<file path="src/rtl/serial_add_pkg.sv">
// +--------------------------------------------------------------------+
// | serial_add_pkg: shared types and helpers for the bit-serial adder  |
// | Rev 1.0                                                            |
// +--------------------------------------------------------------------+
`default_nettype none

package serial_add_pkg;

  typedef enum logic [1:0] {
    IDLE = 2'd0,
    RUN  = 2'd1,
    DONE = 2'd2
  } state_e;

  typedef struct packed {
    logic s;
    logic c;
  } ha_t;

  // Counter must hold 0..WIDTH-1.
  function automatic int cnt_width(input int width);
    return $clog2(width + 1);
  endfunction

  function automatic ha_t half_add(input logic x, input logic y);
    ha_t r;
    r.s = x ^ y;
    r.c = x & y;
    return r;
  endfunction

endpackage

`default_nettype wire

</file>
<file path="src/rtl/fa_cell.sv">
// +--------------------------------------------------------------------+
// | fa_cell: 1-bit full adder from two half-add stages plus OR         |
// | Rev 1.0                                                            |
// +--------------------------------------------------------------------+
`default_nettype none

module fa_cell
  import serial_add_pkg::*;
(
  input  logic a,
  input  logic b,
  input  logic ci,
  output logic s,
  output logic co
);

  ha_t ha1;
  ha_t ha2;

  always_comb begin
    ha1 = half_add(a, b);
    ha2 = half_add(ha1.s, ci);
    s   = ha2.s;
    co  = ha1.c | ha2.c;
  end

endmodule

`default_nettype wire

</file>
<file path="src/rtl/serial_add_ctrl.sv">
// +--------------------------------------------------------------------+
// | serial_add_ctrl: LSB-first bit-serial adder, one shared FA cell    |
// | Rev 1.0                                                            |
// +--------------------------------------------------------------------+
`default_nettype none

module serial_add_ctrl
  import serial_add_pkg::*;
#(
  parameter int WIDTH = 8
) (
  input  logic             clk,
  input  logic             rst_n,
  input  logic             in_valid,
  output logic             in_ready,
  input  logic [WIDTH-1:0] a,
  input  logic [WIDTH-1:0] b,
  input  logic             cin,
  output logic             out_valid,
  input  logic             out_ready,
  output logic [WIDTH-1:0] sum,
  output logic             cout,
  output logic             busy
);

  localparam int               CNT_W    = cnt_width(WIDTH);
  localparam int               SR_W     = (WIDTH > 1) ? WIDTH - 1 : 1;
  localparam logic [CNT_W-1:0] LAST_CNT = CNT_W'(WIDTH - 1);

  state_e           state_q, state_d;
  logic [CNT_W-1:0] cnt_q, cnt_d;
  logic             carry_q, carry_d;
  logic [WIDTH-1:0] a_sr_q, a_sr_d;
  logic [WIDTH-1:0] b_sr_q, b_sr_d;
  logic [SR_W-1:0]  s_sr_q, s_sr_d;
  logic [WIDTH-1:0] sum_q, sum_d;
  logic             cout_q, cout_d;
  logic             out_valid_q, out_valid_d;

  logic             fa_s;
  logic             fa_co;
  logic [SR_W-1:0]  s_sr_shift;
  logic [WIDTH-1:0] sum_full;

  fa_cell u_fa (
    .a  (a_sr_q[0]),
    .b  (b_sr_q[0]),
    .ci (carry_q),
    .s  (fa_s),
    .co (fa_co)
  );

  // The last sum bit never lands in the shift register; it goes straight
  // into the result alongside the WIDTH-1 bits collected so far.
  generate
    if (WIDTH == 1) begin : g_sr_w1
      assign s_sr_shift = s_sr_q;
      assign sum_full   = fa_s;
    end else if (WIDTH == 2) begin : g_sr_w2
      assign s_sr_shift = fa_s;
      assign sum_full   = {fa_s, s_sr_q};
    end else begin : g_sr_wn
      assign s_sr_shift = {fa_s, s_sr_q[SR_W-1:1]};
      assign sum_full   = {fa_s, s_sr_q};
    end
  endgenerate

  always_ff @(posedge clk or negedge rst_n) begin
    if (!rst_n) begin
      state_q     <= IDLE;
      cnt_q       <= '0;
      carry_q     <= 1'b0;
      a_sr_q      <= '0;
      b_sr_q      <= '0;
      s_sr_q      <= '0;
      sum_q       <= '0;
      cout_q      <= 1'b0;
      out_valid_q <= 1'b0;
    end else begin
      state_q     <= state_d;
      cnt_q       <= cnt_d;
      carry_q     <= carry_d;
      a_sr_q      <= a_sr_d;
      b_sr_q      <= b_sr_d;
      s_sr_q      <= s_sr_d;
      sum_q       <= sum_d;
      cout_q      <= cout_d;
      out_valid_q <= out_valid_d;
    end
  end

  always_comb begin
    state_d = state_q;
    case (state_q)
      IDLE:    if (in_valid) state_d = RUN;
      RUN:     if (cnt_q == LAST_CNT) state_d = DONE;
      DONE:    if (out_ready) state_d = IDLE;
      default: state_d = IDLE;
    endcase
  end

  always_comb begin
    cnt_d       = cnt_q;
    carry_d     = carry_q;
    a_sr_d      = a_sr_q;
    b_sr_d      = b_sr_q;
    s_sr_d      = s_sr_q;
    sum_d       = sum_q;
    cout_d      = cout_q;
    out_valid_d = out_valid_q;
    case (state_q)
      IDLE: begin
        if (in_valid) begin
          a_sr_d  = a;
          b_sr_d  = b;
          carry_d = cin;
          cnt_d   = '0;
          s_sr_d  = '0;
        end
      end
      RUN: begin
        a_sr_d  = a_sr_q >> 1;
        b_sr_d  = b_sr_q >> 1;
        s_sr_d  = s_sr_shift;
        carry_d = fa_co;
        if (cnt_q == LAST_CNT) begin
          cnt_d       = '0;
          sum_d       = sum_full;
          cout_d      = fa_co;
          out_valid_d = 1'b1;
        end else begin
          cnt_d = cnt_q + 1'b1;
        end
      end
      DONE: begin
        if (out_ready) out_valid_d = 1'b0;
      end
      default: ;
    endcase
  end

  assign in_ready  = (state_q == IDLE);
  assign busy      = (state_q == RUN) || (state_q == DONE);
  assign out_valid = out_valid_q;
  assign sum       = sum_q;
  assign cout      = cout_q;

endmodule

`default_nettype wire

</file>
<file path="config.mk">
export PLATFORM = sky130hd
export DESIGN_NAME = serial_add_ctrl
export DESIGN_NICKNAME = d
export VERILOG_FILES = /design/src/rtl/serial_add_pkg.sv /design/src/rtl/fa_cell.sv /design/src/rtl/serial_add_ctrl.sv
export SDC_FILE = /design/constraint.sdc
export NUM_CORES = 1
export LEC_CHECK = 0
export CORE_MARGIN = 2
export CORE_UTILIZATION = 50
export DETAILED_ROUTE_END_ITERATION = 10
export HOLD_SLACK_MARGIN = 0.05
export PLACE_DENSITY = 0.88
export SLEW_MARGIN = 30
export SYNTH_ARGS = -nofsm -noshare
export SYNTH_HDL_FRONTEND = slang
export SYNTH_SLANG_ARGS = --single-unit
</file>
<file path="constraint.sdc">
create_clock -name clk -period 3.67 [get_ports clk]
set_input_delay 1.101 -clock clk [delete_from_list [all_inputs] [get_ports clk]]
set_output_delay 1.101 -clock clk [all_outputs]
set_load 0.05 [all_outputs]
</file>
# Yosys cells after proc, flatten, opt, wreduce, memory -nomap -nowiden
# Index checks and enable logic that the tools add are counted.
# classes
n_div	0
addsub	1
reduce_logical	8
n_mul	0
n_shift	0
n_eq_ne	6
n_bitwise	5
muxes	18
magnitude_cmp	0
# ops
operator	count
one-hot mux 8 bit (2 select lines)	2
2-to-1 mux 8 bit	2
one-hot mux 7 bit (2 select lines)	1
2-to-1 mux 4 bit	2
one-hot mux 4 bit (2 select lines)	1
2-to-1 mux 7 bit	1
2-to-1 mux 2 bit	3
inequality test 2 bit, second input constant	3
one-hot mux 2 bit (3 select lines)	1
AND reduction 3 bit	2
adder 4 x 1 -> 4 bit, second input constant	1
equality test 4 x 3 -> 1 bit, second input constant	1
one-hot mux 1 bit (2 select lines)	2
AND reduction 2 bit	2
nonzero test 2 bit	2
2-to-1 mux 1 bit	3
bitwise AND 1 bit	2
equality test 2 x 1 -> 1 bit, second input constant	1
equality test 2 bit, second input constant	1
logical NOT 2 bit	1
XOR 1 bit	2
logical OR 1 bit	1
bitwise OR 1 bit	1
# word_totals
in_bits	21
wordCells	47
memories	0
latchBits	0
out_inout_bits	12
ramBits	0
reg_bits	40
mem_bits_ro	0

# Depth between registers and ports, before layout
# depth
word_depth	4
depth_mapped	7
depth_no_buf	5

# Hierarchy
# Synthesis repeated with hierarchy kept, for this count alone.
# unflattened
cells_unflattened	155
hier_area_um2	1820.5
# modules_own_cells
module	instances	seq_area_each_um2	cells_per_inst	area_each_um2
serial_add_ctrl	1	1001.0	154	1800.5
fa_cell	1	0.0	1	20.0

# Least setup slack after synthesis
# OpenSTA, ideal clock, no wires.
# synth_timing
kind	register -> output
startpoint	reg state_q[0]
endpoint	out in_ready
arrival_time_ns	1.000
path_buffers	0
path_stages_with_launch	3
path_slack_ns	1.569
required_time_ns	2.569
cell_sequence	dfrtp_1 inv_1 ha_1
# synth_via
elab_chain_cells	1
# synth_lines
element	line_no	rtl
start: declaration	serial_add_ctrl.sv:30	state_e state_q, state_d;
start signal: assignment	serial_add_ctrl.sv:80	state_q <= state_d;
logical NOT 2 bit	serial_add_ctrl.sv:142	assign in_ready = (state_q == IDLE);
end: declaration	serial_add_ctrl.sv:15	output logic in_ready,
# Every way passes these cells.

# Worst setup path in the final report
# layout_timing
startpoint	reg state_q[1]
endpoint	out in_ready
# Same word-level chain as after synthesis.

==> results.sh <==
export IMPL_synth_edff_count=0
export IMPL_cts_buffers=5
export IMPL_tritoncts="yes"
export IMPL_hold_buffers=0
export IMPL_syn2layout_area_growth_pct=22.10
export IMPL_clk_latency_ps=290
export IMPL_synth_most_common_cell="dfrtp_1"
export IMPL_grtUsageMet3_pct=5.729
export IMPL_hold_path_depth=2
export IMPL_synth_warnings=0
export IMPL_grtUsageMet2_pct=32.55
export IMPL_cp_cell_sequence="inv_1 > ha_1 > clkdlybuf4s50_1"
export IMPL_fin_worst_skew_ps=11.17
export IMPL_ys_seq_elements=40
export IMPL_reg2reg_slack_ps=1500
export IMPL_start_util_pct=50.87
export IMPL_finalHoldViolations=0
export IMPL_synthTopCellsByCount="dfrtp_1, nand2_1, o21ai_0"
export IMPL_p_per_area_nw_per_um2=810.8
export IMPL_core_area_um2=3606
export IMPL_postCtsResizedCells=0
export IMPL_clk_pin_slew_ps=70
export IMPL_cp_max_fo=4
export IMPL_cts_path_max_buffers=2
export IMPL_die_area_um2=4169
export IMPL_synthTopCellsByArea="dfrtp_1, mux2i_1, mux2_2"
export IMPL_wirelength_um=3651
export IMPL_finalSetupViolCount=0
export IMPL_finalCritPeriodShare_pct=82.13
export IMPL_drc=0
export IMPL_grt_met1_usage_pct=24.39
export IMPL_synth_cells=151
export IMPL_cts_root_buffer="clkbuf_8"
export IMPL_finalPower_uw=1816
export IMPL_drt_initial_drc_count=53
export IMPL_worstPathArrival_ps=1910
export IMPL_rsz0062_at_grt="no"
export IMPL_crit_buf_inv=2
export IMPL_vias=1270
export IMPL_setup_ws_ps=655.8
export IMPL_period_needed_ps=3014
export IMPL_crit_family="buffers and inverters"
export IMPL_synth_top_area_share_pct=54.57
export IMPL_start_kind="flip-flop"
export IMPL_max_slew_margin_pct=40.12
export IMPL_regToRegStartpoint="state_q[1]"
export IMPL_slowest_stage="clkdlybuf4s50_1"
export IMPL_busiest_layer="met2"
export IMPL_avgSynthCellArea_um2=12.15
export IMPL_fp_row_count=22
export IMPL_cp_end_kind="output port"
export IMPL_peakVddDrop_mv=0.3863
export IMPL_tightest_slew_ps=879.4
export IMPL_ys_seq_area_share_pct=54.57
export IMPL_crit_path_max_incr_delay_ps=840
export IMPL_final_cells=233
export IMPL_r2r_cells=7
export IMPL_grt_pass1_wl_um=6299
export IMPL_clock_sinks=40
export IMPL_syn_area_um2=1834
export IMPL_grt_pass1_vias=1371
export IMPL_floorplan_io_pins=33
export IMPL_htree_levels=2
export IMPL_avgViaCountPerCell=5.451
export IMPL_status="completed"
export IMPL_synth_async_reset_ratio_pct=100.0
export IMPL_yosys_area_top_type="dfrtp_1"
export IMPL_ys_flop_type="dfrtp_1"
export IMPL_post_cts_buffers=0
export IMPL_dp_hpwl_um=2538
export IMPL_critPathKind="flip-flop to output port"
export IMPL_hold_path_class="flip-flop to flip-flop"
export IMPL_port_buffers=32
export IMPL_max_freq_ghz=0.3318
export IMPL_track_usage_pct=20.42
export IMPL_worstHoldEndpoint="a_sr_q[7]"
export IMPL_p_leak_uw=0.001046
export IMPL_min_from="a_sr_q[7]"
export IMPL_maxCapViolCount=0
export IMPL_wl_per_cell_um=15.67
export IMPL_syn_num_nets=177
export IMPL_final_antenna_net_count=0
export IMPL_n_antenna_cell=0
export IMPL_dp_cells=226
export IMPL_setup_tns_ps=0
export IMPL_required_ps=2570
export IMPL_die_h_um=64.57
export IMPL_drive_gt1_share_pct=12.97
export IMPL_rr_endpoint="a_sr_q[1]"
export IMPL_dp_slack_ps=889.4
export IMPL_antenna_found_initial=0
export IMPL_ys_types=34
export IMPL_firstDrtPassIters=4
export IMPL_fp_dieW_um=64.57
export IMPL_slew_viol_final=0
export IMPL_gp_congestion=0.7128
export IMPL_nets=211
export IMPL_grt_max_degree=41
export IMPL_grt_ovfl_total=0
export IMPL_fin_hold_ws_ps=487.7
==> power by group <==
part	leakage [µW]	switching, µW	internal (µW)
registers	0.000519	117	613
clock network	0.0000410	144	129
logic	0.000486	479	334
total	0.00105	740	1080
==> layer usage <==
layer / vias up / wire length [µm] / share of wire, %
li1: 602 / - / -
met1: 627 / 1534 / 42
met2: 29 / 1879 / 51
met3: 12 / 110 / 3.0
met4: 0 / 127 / 3.5
met5: - / 0 / 0
==> cell type report <==
type | instances | area, µm²
multi-input combinational | 99 | 749.5
fill | 282 | 1366
tap | 48 | 60.06
inverter | 5 | 18.77
clock inverter | 1 | 5.005
clock buffer | 6 | 72.57
sequential | 40 | 1001
timing repair buffer | 34 | 332.8
==> per-stage QoR <==
| stage | instance area [µm²] | util [%] |
|---|---|---|
| 6_report | 2240 | 62.11 |
| 5_1_grt | 2240 | 62.11 |
| 4_1_cts | 2237 | 62.04 |
| 3_5_place_dp | 2160 | 59.89 |
| 3_3_place_gp | 2160 | 59.89 |
| 2_1_floorplan | 1834 | - |
==> how the worst max path moves through the flow <==
| stage | start | endpoint | slack [ps] | cells after the start |
|---|---|---|---|---|
| floorplan | state_q[0] | in_ready | 1570 | 2 |
| global placement | in_valid | a_sr_q[1] | 920 | 4 |
| detailed placement | in_valid | a_sr_q[1] | 890 | 4 |
| CTS | state_q[0] | in_ready | 650 | 3 |
| global route | state_q[0] | in_ready | 570 | 3 |
| finish | state_q[1] | in_ready | 660 | 3 |
==> kinds of logic (layout without fill, tap and decap cells) <==
logic type / Yosys count / count (layout) / share of synthesized area [%]
muxes: 25 / 25 / 14.94
and+or+nand+nor: 37 / 37 / 10.16
adders and majority gates: 5 / 5 / 3.820
DFF: 40 / 40 / 54.57
AOI/OAI and AO/OA: 32 / 32 / 11.94
buffers and inverters: 12 / 46 / 4.570
==> tightest hold or removal path, cell delays in order (launching register included) <==
cell	delay, ps
dfrtp_1	350
nand2_1	50
o21ai_0	60
==> state kept, by name (all words and copies together) (netlist names) <==
name and flops:
s_sr_q 7, cout 1, a_sr_q 8, carry_q 1
sum 8, out_valid 1, b_sr_q 8, cnt_q 4
state_q 2
==> placed cells by master, fill, tap and decap left out, types with 2 or more instances in the layout <==
master,instances
a22o_1,6
inv_1,5
a22o_2,2
clkbuf_8,5
mux2i_1,15
o21ai_0,16
clkdlybuf4s50_1,31
nand2_1,23
ha_1,4
dfrtp_1,40
mux2_2,9
nand3_1,2
o32a_1,2
buf_4,3
(Power assumes the default switching activity.)
